[src/rtl/filter_pkg.sv]
// filter_pkg: shared constants, state type and
// weight index decode for the filter bank loader.
package filter_pkg;

  localparam int K_ROWS    = 3;
  localparam int K_COLS    = 3;
  localparam int K_CH      = 3;
  localparam int K_WEIGHTS = 27;
  localparam int NUM_BANKS = 4;
  localparam int IDX_W     = 5;

  typedef enum logic {
    IDLE,
    LOAD
  } loader_state_t;

  typedef struct packed {
    logic [1:0] row;
    logic [1:0] col;
    logic [1:0] ch;
  } weight_pos_t;

  // Channel outermost, column fastest.
  function automatic weight_pos_t weight_pos(
    input logic [IDX_W-1:0] n
  );
    weight_pos_t      p;
    logic [IDX_W-1:0] r;
    r     = n % IDX_W'(K_ROWS * K_COLS);
    p.ch  = 2'(n / IDX_W'(K_ROWS * K_COLS));
    p.row = 2'(r / IDX_W'(K_COLS));
    p.col = 2'(r % IDX_W'(K_COLS));
    return p;
  endfunction

endpackage

[src/rtl/filter_weight_index.sv]
// filter_weight_index: 0..26 weight counter with
// last flag and decoded (row, col, channel).
module filter_weight_index
  import filter_pkg::*;
(
  input  logic        clk,
  input  logic        rst_n,
  input  logic        clr,
  input  logic        inc,
  output logic        last,
  output weight_pos_t pos
);

  logic [IDX_W-1:0] idx;

  // Counter: clear wins over increment.
  always_ff @(posedge clk or negedge rst_n) begin
    if (!rst_n) begin
      idx <= '0;
    end else if (clr) begin
      idx <= '0;
    end else if (inc) begin
      idx <= idx + 1'b1;
    end
  end

  assign last = (idx == IDX_W'(K_WEIGHTS - 1));
  assign pos  = weight_pos(idx);

endmodule

[src/rtl/filter_bank_loader.sv]
// filter_bank_loader: streams 27 weights into a shadow
// buffer and commits one 3x3x3 bank atomically.
module filter_bank_loader
  import filter_pkg::*;
#(
  parameter int WIDTH = 8
) (
  input  logic                            clk,
  input  logic                            rst_n,
  input  logic                            load_start,
  input  logic [1:0]                      load_bank,
  input  logic                            abort,
  input  logic                            s_valid,
  input  logic [WIDTH-1:0]                s_data,
  output logic                            s_ready,
  output logic                            busy,
  output logic                            done,
  output logic [NUM_BANKS-1:0]            bank_valid,
  output logic [2:0][2:0][2:0][WIDTH-1:0] filter_bank0,
  output logic [2:0][2:0][2:0][WIDTH-1:0] filter_bank1,
  output logic [2:0][2:0][2:0][WIDTH-1:0] filter_bank2,
  output logic [2:0][2:0][2:0][WIDTH-1:0] filter_bank3
);

  typedef logic [K_ROWS-1:0][K_COLS-1:0]
                [K_CH-1:0][WIDTH-1:0] filt_t;

  loader_state_t        state;
  logic [1:0]           bank_sel;
  logic                 done_q;
  logic [NUM_BANKS-1:0] valid_q;
  filt_t                shadow;
  filt_t                commit_val;
  filt_t                bank_q [NUM_BANKS];

  logic        in_load;
  logic        start;
  logic        accept;
  logic        commit;
  logic        cnt_clr;
  logic        cnt_inc;
  logic        last;
  weight_pos_t pos;

  assign in_load = (state == LOAD);
  assign start   = !in_load && load_start;
  assign accept  = in_load && !abort && s_valid;
  assign commit  = accept && last;
  assign cnt_clr = start || (in_load && abort) || commit;
  assign cnt_inc = accept && !last;

  filter_weight_index u_idx (
    .clk   (clk),
    .rst_n (rst_n),
    .clr   (cnt_clr),
    .inc   (cnt_inc),
    .last  (last),
    .pos   (pos)
  );

  // Final weight bypasses the shadow into the commit image.
  always_comb begin
    commit_val = shadow;
    commit_val[K_ROWS-1][K_COLS-1][K_CH-1] = s_data;
  end

  // Load FSM, shadow fill and atomic bank commit.
  always_ff @(posedge clk or negedge rst_n) begin
    if (!rst_n) begin
      state    <= IDLE;
      bank_sel <= '0;
      done_q   <= 1'b0;
      valid_q  <= '0;
      shadow   <= '0;
      for (int b = 0; b < NUM_BANKS; b++) begin
        bank_q[b] <= '0;
      end
    end else begin
      done_q <= 1'b0;
      unique case (state)
        IDLE: begin
          if (load_start) begin
            bank_sel <= load_bank;
            state    <= LOAD;
          end
        end
        LOAD: begin
          if (abort) begin
            state <= IDLE;
          end else if (commit) begin
            bank_q[bank_sel]  <= commit_val;
            valid_q[bank_sel] <= 1'b1;
            done_q            <= 1'b1;
            state             <= IDLE;
          end else if (accept) begin
            shadow[pos.row][pos.col][pos.ch] <= s_data;
          end
        end
        default: state <= IDLE;
      endcase
    end
  end

  assign s_ready      = in_load;
  assign busy         = in_load;
  assign done         = done_q;
  assign bank_valid   = valid_q;
  assign filter_bank0 = bank_q[0];
  assign filter_bank1 = bank_q[1];
  assign filter_bank2 = bank_q[2];
  assign filter_bank3 = bank_q[3];

endmodule

[config.mk]
export PLATFORM = sky130hd
export DESIGN_NAME = filter_bank_loader
export DESIGN_NICKNAME = d
export VERILOG_FILES = /design/src/rtl/filter_pkg.sv /design/src/rtl/filter_weight_index.sv /design/src/rtl/filter_bank_loader.sv
export SDC_FILE = /design/constraint.sdc
export NUM_CORES = 2
export LEC_CHECK = 0
export ABC_AREA = 0
export BUFFER_PORTS_ARGS = -buffer_cell sky130_fd_sc_hd__buf_4
export CAP_MARGIN = 20
export CELL_PAD_IN_SITES_DETAIL_PLACEMENT = 1
export CELL_PAD_IN_SITES_GLOBAL_PLACEMENT = 1
export CORE_AREA = 4 4 346 348
export CTS_CLUSTER_DIAMETER = 150
export DETAILED_ROUTE_END_ITERATION = 10
export DIE_AREA = 0 0 350 352
export PLACE_DENSITY_LB_ADDON = 0.1
export SYNTH_ARGS = -nofsm -noshare
export SYNTH_HDL_FRONTEND = slang
export SYNTH_HIERARCHICAL = 1
export SYNTH_SLANG_ARGS = --single-unit
[constraint.sdc]
create_clock -name clk -period 5.05 [get_ports clk]
set_input_delay 0.505 -clock clk [delete_from_list [all_inputs] [get_ports clk]]
set_output_delay 0.505 -clock clk [all_outputs]
set_load 0.05 [all_outputs]
==> summary.txt <==
STA
  • Max Fclk: 182.5 MHz
  • Final Hold Viols: 0
  • Fin Clk Skew: 0.02749 ns
  • Final setup vio count: 208
  • Worst slew pin tran: 1.257 ns
  • Fin crit share: 108.5%
  • Setup WS post-layout: -0.4284 ns
  • Unrepaired setup endpoints after global routing: yes
  • Slew Limit Fails: 0
  • Final Critical Period: 5.478 ns
  • Slew margin rel.: 16.22%

Pwr
  • Power density cells: 327.8 nW/µm²
  • Worst VDD drop: 0.3013 mV
  • Design Power: 18.12 mW
  • Static leakage power: 29.83 nW

Place
  • Dpl hpwl: 94670 µm
  • Pre-CTS setup slack: -0.5925 ns
  • IO Port Bufs: 885
  • Placed Area: 51010 µm²
  • GP Congestion: 0.8072
  • Placed Cells: 4834

Floorplan
  • Chip width: 350 µm
  • Die Y: 352 µm
  • Die ar.: 123200 µm²
  • IO Pins: 886
  • Starting Density: 36.40%
  • Core area: 116200 µm²
  • Row count: 125

Global routing
  • Initial antenna violation count: 2
  • Gr usage total: 22.08%
  • Largest net degree at the start of global routing: 143
  • Gr ovfl total: 0
  • First-pass GRT wire length: 202300 µm
  • Vias in the first global route: 27980

Critical path
  • CP startpoint: u_idx/idx[1]
  • Cell family with most CP delay: simple AND/OR/NAND/NOR gates
  • Reg2reg setup slack: -0.43 ns
  • Worst Setup EP: commit_val[173]
  • Crit path depth: 25
  • Reg2reg end: commit_val[173]
  • Worst EP arrival: 6.04 ns
  • Crit Path Class: flop to flop
  • Critical-path top delay cell: or4_4
  • Worst Reg-to-Reg Cells: 25
  • Top cell by count, worst path: ha_4
  • Slowest stage delay, CP: 0.57 ns
  • Worst Setup Start Kind: flop
  • Worst reg2reg startpoint: u_idx/idx[1]
  • Worst EP required: 5.61 ns
  • Worst Path Buf+Inv: 4
  • Max FO, Critical Path: 8
  • Worst Setup End Kind: flop

Synthesis
  • Ys async rst share: 100.0%
  • Post-synth top cells: dfrtp_1, mux2_2, mux2_1
  • Most frequent cell after synthesis: dfrtp_1
  • Synth Register Bits: 1085
  • Seq/Total Area, Yosys: 64.19%
  • Synth top area share: 64.19%
  • Post-synth top flop: dfrtp_1
  • Mapped Cells: 2473
  • Synth top area cells: dfrtp_1, mux2_2, mux2_1
  • Yosys warns: 6
  • Syn_nets: 2498
  • EDFF count, synth: 0
  • Area leader, netlist: dfrtp_1
  • Cell Area, Synth: 42300 µm²
  • Netlist cell types: 70
  • Syn avg cell area: 17.10 µm²

Drt
  • Initial drt markers: 859
  • Final wirelength: 138600 µm
  • Via density: 4.923
  • Routed via count: 24960
  • Drt pass-1 iters: 6
  • Post-DRT Antenna Nets: 0
  • DRC: 0
  • Wirelength per Cell: 27.35 µm

Clocking
  • CTS H-Tree Depth: 3
  • CTS clk-pin slew, worst paths: 0.06 ns
  • Clock Path Buffers: 3
  • Cts bufs inserted: 119
  • CTS tree: yes
  • Clock net sink count: 1085
  • Clk_lat worst skew: 0.70 ns
  • Root buf cell: clkbuf_16

Layout
  • Fill cells: 11270
  • Area grow syn2layout: 30.66%
  • Non-Filler Instances: 5069
  • # nets final: 3474
  • Final Instance Area: 55270 µm²
  • Core Util, Final: 47.56%
  • Share of cells above drive strength 1: 59.37%

Status
  • Failing checks: negative setup slack
  • Status: finished with violations

Job
  • Max-cap violation count: 0

Min path
  • Hold crit path type: input pin to flop
==> state kept, by name, summed over array words and instances, names as in the netlist <==
register,count
filter_bank0,216
filter_bank1,216
filter_bank2,216
filter_bank3,216
commit_val,208
u_idx/idx,5
bank_valid,4
bank_sel,2
busy,1
done,1
==> worst min path at each step <==
stage,depth (start not counted),end,from
floorplan,0,bank_sel[0],rst_n
global placement,1,bank_valid[2],bank_valid[2]
detailed placement,1,bank_valid[1],bank_valid[1]
CTS,3,busy,abort
global route,3,busy,abort
finish,3,busy,abort
==> kinds of logic (layout without fill, tap and decap cells) <==
kind of cell	Yosys count	after routing	share of synthesized area [%]
adders and majority gates	10	10	0.2958
AOI/OAI and AO/OA	38	38	0.7484
buffers and inverters	147	1216	2.633
muxes	1079	1079	29.87
DFF	1085	1085	64.19
and+or+nand+nor	106	106	2.091
other	0	3	0
xor gates and xnor gates	8	8	0.1657
==> layout make-up <==
type	instances	area [µm²]	area share, %
Inverter	12	52.55	0.09509
Clock inverter	30	321.6	0.5818
Timing Repair Buffer	990	7914	14.32
Antenna cell	3	7.507	0.01358
Sequential cell	1085	27150	49.13
Clock buffer	184	3503	6.339
Multi-Input combinational cell	1241	14410	26.07
Tap cell	1524	1907	3.450
==> tightest hold or removal path, delay by kind of cell <==
| family | cells | cell delay, ns |
|---|---|---|
| AO/OA/AOI/OAI | 1 | 0.13 |
| buffers and inverters | 2 | 0.17 |
==> where the power goes <==
group	leakage (nW)	internal [mW]	switching (mW)	total (mW)
clock	1.87	4.95	3.53	8.49
combinational	12.8	0.229	0.386	0.614
sequential	15.1	8.81	0.209	9.02
total	29.8	14.0	4.13	18.1
==> timing repair <==
item,4_1_cts,5_1_grt
setup endpoints to repair,208,208
hold buffers,3,0
pin swaps,11,23
hold endpoints to repair,76,0
setup buffers,9,8
resized for setup,11,46
==> placed cells by master, fill, tap and decap left out, types with 16 or more instances in the layout <==
master,netlist,final
clkbuf_8,0,26
mux2_4,129,143
mux2_1,225,225
buf_12,0,34
clkbuf_16,0,120
mux2_2,720,706
dfrtp_1,1085,1084
clkinv_2,0,16
clkbuf_1,24,38
buf_4,4,942
==> metal layers <==
layer  global-route usage, %  vias up  wire (µm)
met3                   6.477      183       9884
met4                   7.921        0       4623
met1                   25.90    13330      54090
met2                   38.37      683      70040
met5                       0        -          0
li1                        -    10760          -
==> per-stage QoR <==
step | hold WS [ns] | TNS, ns
CTS | 0.07109 | -65.42
detailed placement | 0.4583 | -84.20
finish | 0.1362 | -65.68
global route | 0.1182 | -106.98
global placement | 0.4576 | -45.99
floorplan | 0.2094 | -41.37
Note: power is estimated with default switching activity, not from simulation.
